$ cat src/rtl/coeff_commit_sync.sv
// Per-band coefficient commit synchroniser: latches register-file write-done edges as
// pending updates and releases them as load strobes only at the frame commit phase.
module coeff_commit_sync #(
    parameter int NUM_CH       = 8,
    parameter int PHASE_W      = 6,
    parameter int COMMIT_PHASE = 63,
    parameter int CNT_W        = 8
) (
    input  logic               clk,
    input  logic               rst,
    input  logic               clk_enable,
    input  logic [NUM_CH-1:0]  i_write_done,
    input  logic [PHASE_W-1:0] i_phase,
    input  logic               i_atomic,
    input  logic [NUM_CH-1:0]  i_group_mask,
    input  logic               i_clear_ovr,
    output logic [NUM_CH-1:0]  o_pending,
    output logic [NUM_CH-1:0]  o_coeffs_en,
    output logic [NUM_CH-1:0]  o_overrun,
    output logic               o_busy,
    output logic [CNT_W-1:0]   o_commit_cnt
);

    logic [NUM_CH-1:0] wd_prev;
    logic [NUM_CH-1:0] wd_edge;
    logic [NUM_CH-1:0] commit;
    logic              commit_cycle;
    logic              group_ready;

    // A partially written atomic group is held back; unmasked bands commit freely.
    always_comb begin
        wd_edge      = i_write_done & ~wd_prev;
        commit_cycle = clk_enable && (i_phase == PHASE_W'(COMMIT_PHASE));
        group_ready  = &(o_pending | ~i_group_mask);
        commit       = '0;
        if (commit_cycle) begin
            commit = o_pending;
            if (i_atomic && !group_ready) begin
                commit = o_pending & ~i_group_mask;
            end
        end
    end

    always_ff @(posedge clk or posedge rst) begin
        if (rst) begin
            wd_prev      <= '0;
            o_pending    <= '0;
            o_coeffs_en  <= '0;
            o_overrun    <= '0;
            o_commit_cnt <= '0;
        end else if (clk_enable) begin
            wd_prev     <= i_write_done;
            o_coeffs_en <= commit;
            o_pending   <= (o_pending & ~commit) | wd_edge;
            o_overrun   <= (o_overrun & {NUM_CH{~i_clear_ovr}})
                         | (wd_edge & o_pending & ~commit);
            if (|commit) begin
                o_commit_cnt <= o_commit_cnt + CNT_W'(1);
            end
        end
    end

    assign o_busy = |o_pending;

endmodule

$ cat config.mk
export PLATFORM = sky130hd
export DESIGN_NAME = coeff_commit_sync
export DESIGN_NICKNAME = d
export VERILOG_FILES = /design/src/rtl/coeff_commit_sync.sv
export SDC_FILE = /design/constraint.sdc
export NUM_CORES = 1
export LEC_CHECK = 0
export ABC_AREA = 1
export CAP_MARGIN = 20
export CORE_MARGIN = 2
export CORE_UTILIZATION = 50
export CTS_CLUSTER_DIAMETER = 50
export DETAILED_ROUTE_END_ITERATION = 7
export GPL_TIMING_DRIVEN = 0
export PLACE_DENSITY = 0.85
export SETUP_SLACK_MARGIN = 0.5
export SYNTH_ARGS = -nofsm -noshare
export SYNTH_HDL_FRONTEND = slang
export SYNTH_SLANG_ARGS = --single-unit
$ cat constraint.sdc
create_clock -name clk -period 3.03 [get_ports clk]
set_clock_uncertainty 0.2 [all_clocks]
set_input_delay 0.606 -clock clk [delete_from_list [all_inputs] [get_ports clk]]
set_output_delay 0.606 -clock clk [all_outputs]
set_load 0.02 [all_outputs]
==> impl_metrics.csv, run 1 <==
group,metric,value,unit
floorplan,die-area,4360,sq um
synthesis,synth.most_common_cell,"nand2_1",
floorplan,rows,22,
global_route,grt_pass1_vias,1686,
synthesis,synthAdderAreaFrac,0.650,%
floorplan,die_w,66.0,um
drt,ant_nets,0,
layout,finalNetCount,316,
global_route,grt_use_total,23.7,%
synthesis,syn_inst,224,
sta,rsz0062_at_grt,"false",
synthesis,synth-seq-cells,40,
cts,numClockSinks,40,
synthesis,synth_common_cells,"nand2_1, dfrtp_1, nand3_1",
setup_path,arrival,1.48,ns
synthesis,ys_seq_area_share,52.0,%
layout,area_delta_synth_final,37.5,%
synthesis,yosys.area_share.xor_xnor,2.73,%
setup_path,slowest_delay,0.44,ns
cts,root_buffer,"clkbuf_8",
synthesis,synth_top_family_by_area,"simple AND/OR/NAND/NOR gates",
sta,worst_pin_slew,0.800,ns
sta,period_needed,2.29,ns
hold_path,hp-class,"flop to flop",
synthesis,yosys.area_share.simple,34.4,%
global_route,grt_start_max_net_pins,41,
status,run_status,"complete, no violations",
setup_path,slowest_stage,"dfrtp_1",
setup_path,cp_data_required_time,2.22,ns
power,intPower,0.907,mW
sta,fin_setup_tns,0,ns
layout,diodes,0,
power,power_frac_seq,48.7,%
sta,setup_slack,0.741,ns
cts,clk_latency,0.30,ns
synthesis,yosys-mux-area-fraction,0,%
layout,design_area,2650,sq um
drt,wirelength,4.56,mm
synthesis,synthFlopType,"dfrtp_1",
setup_path,cp.buffers_inverters,1,
global_route,grt_pass1_wl,7.67,mm
power,power_frac_comb,22.6,%
setup_path,path_class,"flop to output port",
global_route,overflow,0,
sta,hold_viol,0,
power,p_clk_share,28.7,%
power,power.total,1.29,mW
sta,fin_crit_sh,75.6,%
place,dp_hpwl,3.35,mm
cts,cts-buffers-inserted,5,
synthesis,async_reset_ff_share,100,%
sta,relSlewSlack,46.6,%
drt,dr_total_vias,1760,
cts,htreeDepth,2,
synthesis,synth_top_area_share,52.0,%
drt,routedWlPerCell,13.5,um
floorplan,io_pins,60,
place,gp_congestion,0.839,
floorplan,die_h,66.0,um
sta,slew_viol_final,0,
global_route,antenna_found_initial,0,
place,pre_cts_ws,0.526,ns
setup_path,worstPathCellList,"nor4_1, nand3_1, dlygate4sd2_1",
synthesis,synthesis.area,1920,sq um
cts,tritoncts,"built",
power,leakage,1.35,nW
synthesis,synth_cell_types,25,
sta,max_clock_freq,437,MHz
synthesis,synth.largest_area_cell,"dfrtp_1",
drt,dr.pass1.iters,4,
synthesis,ys.warnings.count,0,
cts,cts_buffer_depth,2,
power,ir_drop,0.324,mV
setup_path,worst_setup_path_start_kind,"flop",
synthesis,avgSynthCellArea,8.59,sq um
synthesis,synthesis.nets,252,
cts,clkTransAtPathRegs,0.08,ns
drt,drc,0,
drt,vias_per_cell,5.22,
sta,finalSetupViolations,0,
layout,drive_gt1_share,13.1,%
place,post_dp_cell_area,2550,sq um
floorplan,coreArea,3690,sq um
place,io_buffer_count,57,
power,power_density,489,nW/um^2
synthesis,synth_compound_area_share,6.24,%
job,cap_violations,0,
setup_path,path_delay_family,"flip-flops",
synthesis,synthTopCellsByArea,"dfrtp_1, nand2_1, nand3_1, nand2_2, o21ai_0",
synthesis,synth_edf_count,0,
power,p_sw_share,29.9,%
setup_path,cp_max_fo,4,
power,switchingPower,0.387,mW
floorplan,initial_utilization,52.2,%
setup_path,endpoint_kind,"output port",
drt,drtIter0Drc,203,
cts,postCtsHoldBufs,0,
## final cells by class
| class | count | area (sq um) |
|---|---|---|
| Inverter | 14 | 52.6 |
| Buffer | 4 | 23.8 |
| Timing Repair Buffer | 57 | 569 |
| Sequential cell | 40 | 1000 |
| Fill cell | 302 | 1040 |
| Clock buffer | 6 | 82.6 |
| Multi-Input combinational cell | 166 | 847 |
| Clock inverter | 2 | 10.0 |
| Tap cell | 48 | 60.1 |
## layout by cell type (no fill, tap or decap)
| cell | Yosys | routed |
|---|---|---|
| clkinv_2 | 0 | 2 |
| nand2_2 | 10 | 10 |
| buf_2 | 1 | 1 |
| xnor2_1 | 3 | 3 |
| clkbuf_1 | 2 | 2 |
| dlygate4sd2_1 | 0 | 1 |
| a22o_1 | 5 | 5 |
| nand2_4 | 3 | 3 |
| xor2_1 | 3 | 3 |
| nor2_4 | 3 | 3 |
| nand2_1 | 84 | 84 |
| nor3_1 | 8 | 8 |
| inv_1 | 6 | 5 |
| o221ai_1 | 1 | 1 |
| o21ai_0 | 9 | 9 |
| ha_1 | 1 | 1 |
| dfrtp_1 | 40 | 40 |
| nand4_1 | 1 | 1 |
| o31ai_1 | 1 | 1 |
| nand3_1 | 20 | 20 |
| nand4_4 | 1 | 1 |
| buf_6 | 1 | 1 |
| clkbuf_8 | 0 | 6 |
| inv_2 | 8 | 9 |
| nor2_1 | 8 | 8 |
| nor2_2 | 2 | 2 |
| nor4_1 | 1 | 1 |
| o211ai_1 | 2 | 2 |
| clkdlybuf4s50_1 | 0 | 56 |
## power groups by stage
| stage | clock, mW | sequential [mW] | combinational, mW |
|---|---|---|---|
| 6_report | 0.372 | 0.630 | 0.293 |
| 3_5_place_dp | 0 | 0.639 | 0.295 |
| 3_3_place_gp | 0 | 0.637 | 0.288 |
| 5_1_grt | 0.398 | 0.637 | 0.324 |
| 2_1_floorplan | 0 | 0.680 | 0.106 |
| 4_1_cts | 0.374 | 0.630 | 0.296 |
## layer usage
metal / routed length, um / up-vias / track usage (%)
li1: - / 856 / -
met1: 2010 / 844 / 31.1
met2: 2290 / 51 / 38.3
met3: 177 / 9 / 4.26
met4: 82 / 0 / 10.7
met5: 0 / - / 0
## what timing repair did
action	4_1_cts	5_1_grt
endpoints found under the hold margin	0	0
endpoints found under the setup margin	1	0
gates resized for setup	1	0
buffers inserted	0	0
## kinds of logic (layout without fill, tap and decap cells)
| group | count (synthesis) | in the layout |
|---|---|---|
| AO/OA/AOI/OAI | 18 | 18 |
| flip-flops | 40 | 40 |
| buffers and inverters | 18 | 83 |
| XOR/XNOR | 6 | 6 |
| adder cells (fa/ha/maj) | 1 | 1 |
| AND/OR/NAND/NOR | 141 | 141 |
## final timing paths
path	from	slack, ns	endpoint	cells past startpoint
max in group asynchronous	rst	1.53	wd_prev[6]$_DFFE_PP0P_	2
min in group asynchronous	rst	0.59	o_coeffs_en[1]$_DFFE_PP0P_	2
worst min register to register	o_coeffs_en[2]$_DFFE_PP0P_	0.29	o_coeffs_en[2]$_DFFE_PP0P_	2
worst max-delay path	o_pending[4]$_DFFE_PP0P_	0.74	o_busy	3
worst max register to register	o_pending[4]$_DFFE_PP0P_	1.12	o_commit_cnt[7]$_DFFE_PP0P_	12
worst min-delay path	o_coeffs_en[2]$_DFFE_PP0P_	0.29	o_coeffs_en[2]$_DFFE_PP0P_	2
## sequential cells by signal, summed over array words and instances (netlist names)
signal / cells
o_coeffs_en: 8
o_commit_cnt: 8
o_overrun: 8
o_pending: 8
wd_prev: 8
## tightest hold or removal path, stage by stage, from the launching register on
cell and delay [ns]:
dfrtp_1 0.35, nand2_1 0.05, nand2_1 0.06
## metrics by stage
stage | util [%] | hold slack [ns] | cells
global route | 71.7 | 0.322 | 337
global placement | 69.3 | 0.266 | 329
CTS | 71.7 | 0.291 | 337
floorplan | - | 0.252 | 224
finish | 71.7 | 0.290 | 337
detailed placement | 69.3 | 0.269 | 329
(Power assumes the default switching activity.)
==> inputs of run 2 (changes only) <==
- CORE_UTILIZATION: 50 -> 46
- PLACE_DENSITY: 0.85 -> 0.79
- clock period: 3.03 -> 2.15 ns (I/O delays scaled with it)
==> run 2 against run 1 <==
Compared with the run above:
- hold slack got worse by 0.037 ns
- final area rose by 14%
- clock power up 47%
- sequential cell count is the same
- register-to-register slack got worse by 0.92 ns
- largest power group unchanged
- core utilization rose by 3.4 points
- sequential power up 39%
- wire length up 16%
- clock-buffer cell count rose by 2
==> impl_metrics.csv, run 2 (synthesized netlist as in run 1, its figures left out) <==
group,metric,value,unit
status,run_status,"complete, no violations",
sta,hold_viol,0,
sta,worst_pin_slew,0.813,ns
global_route,antenna_found_initial,0,
global_route,grt_pass1_wl,8.24,mm
drt,drc,0,
setup_path,endpoint_kind,"output port",
sta,fin_crit_sh,91.0,%
layout,finalNetCount,342,
cts,tritoncts,"built",
cts,clk_latency,0.30,ns
setup_path,cp_data_required_time,1.52,ns
place,dp_hpwl,3.32,mm
sta,max_clock_freq,511,MHz
setup_path,cp_max_fo,2,
sta,period_needed,1.96,ns
sta,rsz0062_at_grt,"true",
power,ir_drop,0.395,mV
global_route,grtUsageMet2,39.3,%
cts,root_buffer,"clkbuf_8",
drt,dr_total_vias,1901,
hold_path,hp-class,"primary input to flop",
cts,cts-buffers-inserted,5,
sta,holdWs,0.253,ns
power,power_density,624,nW/um^2
floorplan,die_w,68.7,um
global_route,grt_use_met1,30.0,%
global_route,grt_use_total,23.9,%
setup_path,worst_setup_path_start_kind,"flop",
layout,mostFrequentLayoutCell,"nand2_1",
power,power.total,1.88,mW
floorplan,rows,23,
layout,mostFrequentLayoutCells,"nand2_1, dfrtp_1, nand2_2, buf_4, dlygate4sd2_1",
floorplan,die-area,4720,sq um
drt,drtIter0Drc,94,
sta,slew_viol_final,0,
layout,diodes,0,
cts,cts_buffer_depth,2,
drt,wirelength,5.28,mm
sta,finalSetupViolations,0,
cts,postCtsHoldBufs,0,
floorplan,coreArea,4000,sq um
cts,clkTransAtPathRegs,0.08,ns
global_route,grt_busiest_layer,"met2",
global_route,overflow,0,
place,io_buffer_count,57,
drt,routedWlPerCell,14.5,um
setup_path,arrival,1.33,ns
global_route,grt_pass1_vias,1850,
floorplan,io_pins,60,
power,leakage,1.56,nW
drt,ant_nets,0,
place,gp_congestion,0.872,
layout,drive_gt1_share,38.4,%
cts,numClockSinks,40,
drt,vias_per_cell,5.21,
cts,htreeDepth,2,
drt,dr.pass1.iters,4,
layout,stdcell_count,365,
global_route,globalRouteMet3Util,7.14,%
job,cap_violations,0,
layout,area_delta_synth_final,56.2,%
setup_path,path_class,"flop to output port",
global_route,grt_start_max_net_pins,41,
sta,relSlewSlack,45.7,%
place,pre_cts_ws,-0.178,ns
floorplan,die_h,68.7,um
place,placedCellCount,331,
floorplan,initial_utilization,48.1,%
sta,setup_slack,0.193,ns
## run 2: repair_timing
item / in CTS / in global routing
setup buffers: 16 / 10
pin swaps: 21 / 14
resized for setup: 118 / 38
endpoints found under the setup margin: 57 / 55
## run 2: critical path: stages (launching register included)
cell	delay (ns)
dfrtp_2	0.44
nor4_4	0.29
nand3_1	0.14
buf_6	0.16
## run 2: path summary, 6_finish.rpt
check	from	end	slack (ns)	cells past startpoint
setup / recovery	o_pending[7]$_DFFE_PP0P_	o_busy	0.19	3
hold / removal	clk_enable	wd_prev[1]$_DFFE_PP0P_	0.25	3
setup reg to reg	o_pending[7]$_DFFE_PP0P_	o_commit_cnt[3]$_DFFE_PP0P_	0.20	13
hold reg to reg	o_coeffs_en[3]$_DFFE_PP0P_	o_coeffs_en[3]$_DFFE_PP0P_	0.28	2
max in group asynchronous	rst	o_pending[3]$_DFFE_PP0P_	0.76	2
min in group asynchronous	rst	o_overrun[6]$_DFFE_PP0P_	0.42	2
## run 2: layer usage
layer  vias up  share of wire, %
met3         6               7.0
li1        906                 -
met2        71                52
met5         -                 0
met4         0               1.1
met1       918                40
## run 2: layout make-up
class | instances | area, sq um
flip-flops and latches | 40 | 1010
well taps | 50 | 62.6
plain buffers | 4 | 23.8
inverters | 14 | 57.6
repair buffers | 83 | 772
fillers | 273 | 995
multi-input cells | 166 | 978
clock buffers | 8 | 100
## run 2: metrics by stage
| step | utilization [%] | area [sq um] | setup TNS (ns) |
|---|---|---|---|
| after floorplan | - | 1940 | 0 |
| after detailed placement | 64.2 | 2570 | -1.37 |
| after global routing | 75.1 | 3010 | 0 |
| after global placement | 64.2 | 2570 | -11.82 |
| final | 75.1 | 3010 | 0 |
| after CTS | 71.9 | 2880 | 0 |
## run 2: report_power, final
group          internal [mW]  switching [mW]
Clock                  0.293           0.253
Sequential             0.822          0.0534
Combinational          0.199           0.255
Total                   1.31           0.562
==> inputs of run 3 (changes only) <==
- CAP_MARGIN: 20 -> default
- CORE_ASPECT_RATIO: default -> 0.6
- CORE_UTILIZATION: 46 -> 42
- PLACE_DENSITY: 0.79 -> 0.76
- clock period: 2.15 -> 1.8 ns (I/O delays scaled with it)
==> run 3 against run 2 <==
Compared with the run above:
- the run now ends with negative setup slack left
- combinational power increased by 56%
- die area increased by 9.3%
- critical endpoint unchanged
- clock power is 7.9% higher
- sequential cell count stayed put
- non-clock buffer count increased by 33
- total power grew 25%
- setup slack worse by 0.39 ns
- sequential share of layout area decreased by 3.5 points
- sequential power up 21%
==> impl_metrics.csv, run 3 (synthesized netlist as in run 1, its figures left out) <==
group,metric,value,unit
floorplan,io_pins,60,
cts,htreeDepth,2,
power,switchingPower,0.754,mW
sta,hold_viol,0,
cts,root_buffer,"clkbuf_8",
setup_path,cp.buffers_inverters,2,
power,intPower,1.60,mW
layout,area_delta_synth_final,74.6,%
setup_path,cp_max_fo,3,
power,power_frac_seq,44.9,%
place,dp_hpwl,3.56,mm
sta,relSlewSlack,67.0,%
sta,fin_setup_tns,-1.33,ns
status,violations,"negative setup slack",
sta,fin_crit_sh,111,%
layout,mostFrequentLayoutCells,"nand2_1, buf_6, buf_4, nand2_2, dfrtp_1",
layout,diodes,0,
power,power_density,700,nW/um^2
setup_path,cp.depth,4,
setup_path,cp_data_required_time,1.24,ns
power,p_sw_share,32.0,%
place,post_dp_cell_area,2590,sq um
sta,slew_viol_final,0,
sta,period_needed,2.00,ns
setup_path,worstPathCellList,"buf_4, nor4_2, nand3_1, buf_2",
sta,worst_pin_slew,0.494,ns
drt,drtIter0Drc,211,
setup_path,reg2regPathDepth,12,
setup_path,r2r_end,"o_commit_cnt[2]$_DFFE_PP0P_",
floorplan,coreArea,4490,sq um
setup_path,path_class,"flop to output port",
place,gp_congestion,0.815,
setup_path,slowest_stage,"dfrtp_2",
global_route,grt_pass1_wl,10.4,mm
setup_path,r2r-start,"o_pending[2]$_DFFE_PP0P_",
layout,finalNetCount,376,
layout,utilization,74.8,%
hold_path,min_from,"clk_enable",
setup_path,r2r_slack,-0.18,ns
drt,wirelength,6.95,mm
layout,drive_gt1_share,52.1,%
power,p_clk_share,25.0,%
place,io_buffer_count,57,
setup_path,worst_setup_path_start_kind,"flop",
layout,mostFrequentLayoutCell,"nand2_1",
floorplan,rows,19,
power,power_frac_comb,30.1,%
drt,drc,0,
sta,finalSetupViolations,9,
floorplan,die-area,5160,sq um
global_route,antenna_found_initial,0,
status,run_status,"complete, but fails checks",
power,ir_drop,0.416,mV
global_route,overflow,0,
drt,vias_per_cell,5.22,
cts,tritoncts,"built",
setup_path,slowest_delay,0.43,ns
sta,holdWs,0.185,ns
layout,stdcell_count,412,
setup_path,path_delay_family,"flip-flops",
power,leakage,1.73,nW
setup_path,endpoint_kind,"output port",
cts,clkTransAtPathRegs,0.08,ns
hold_path,hp-class,"primary input to flop",
sta,max_clock_freq,501,MHz
job,cap_violations,0,
sta,rsz0062_at_grt,"true",
drt,ant_nets,0,
hold_path,whs_endpoint,"o_pending[4]$_DFFE_PP0P_",
drt,routedWlPerCell,16.9,um
sta,setup_slack,-0.197,ns
place,placedCellCount,344,
layout,design_area,3360,sq um
global_route,grt_use_total,26.8,%
cts,numClockSinks,40,
drt,dr.pass1.iters,7,
floorplan,initial_utilization,42.8,%
floorplan,die_w,91.4,um
global_route,grt_pass1_vias,2036,
setup_path,arrival,1.44,ns
cts,cts-buffers-inserted,5,
cts,clk_latency,0.30,ns
global_route,grt_start_max_net_pins,21,
floorplan,die_h,56.4,um
cts,postCtsHoldBufs,0,
drt,dr_total_vias,2149,
hold_path,worstHoldPathCells,3,
cts,cts_buffer_depth,2,
run 3: changes by cell type in the layout (fill, tap and decap cells not counted), sizes merged:
cell	delta
dlygate4sd2	-3
buf	+60
clkbuf	-5
clkinvlp	+2
clkdlybuf4s15	-20
inv	-1
clkinv	+1
run 3: worst min-delay path, delay by kind of cell:
family          cells  cell delay (ns)
simple gates        1             0.10
compound gates      1             0.06
buf+inv             1             0.13
run 3: what timing repair did:
item,4_1_cts,5_1_grt
gates cloned,1,0
buffers inserted,45,14
pin swaps,36,14
hold endpoints to repair,0,0
setup endpoints to repair,73,68
resized for setup,268,15
run 3: final cells by class:
type                    count  area, sq um
fillers                   271         1130
repair buffers            116         1100
flip-flops and latches     40         1010
multi-input cells         166          997
well taps                  63         78.8
clock buffers               7         76.3
inverters                  14         58.8
plain buffers               4         25.0
repair inverters            1         7.51
clock inverters             1         5.00
run 3: worst max-delay path by stage:
stage / start / endpoint / slack, ns
floorplan: o_pending[7]$_DFFE_PP0P_ / o_commit_cnt[2]$_DFFE_PP0P_ / 0.10
global placement: i_group_mask[1] / o_commit_cnt[0]$_DFFE_PP0P_ / -0.44
detailed placement: i_group_mask[0] / o_commit_cnt[5]$_DFFE_PP0P_ / -0.46
CTS: o_pending[7]$_DFFE_PP0P_ / o_busy / -0.09
global route: o_pending[7]$_DFFE_PP0P_ / o_busy / -0.27
finish: o_pending[4]$_DFFE_PP0P_ / o_busy / -0.20
run 3: metal layers:
layer	vias to the layer above	global-route usage, %	wire length (um)
met5	-	0	0
met4	0	11.3	167
met3	21	7.25	643
met2	133	40.8	3200
met1	1024	36.5	2940
li1	971	-	-
run 3: power groups by stage:
stage | clock network (mW) | registers [mW] | logic [mW]
2_1_floorplan | 0 | 1.15 | 0.179
3_3_place_gp | 0 | 1.07 | 0.492
3_5_place_dp | 0 | 1.07 | 0.497
4_1_cts | 0.584 | 1.05 | 0.632
5_1_grt | 0.623 | 1.07 | 0.750
6_report | 0.589 | 1.06 | 0.708
run 3: through the flow:
stage / setup WS, ns / power, mW
after CTS: -0.0941 / 2.27
after global routing: -0.273 / 2.44
after global placement: -0.438 / 1.56
after floorplan: 0.102 / 1.32
final: -0.197 / 2.35
after detailed placement: -0.457 / 1.57
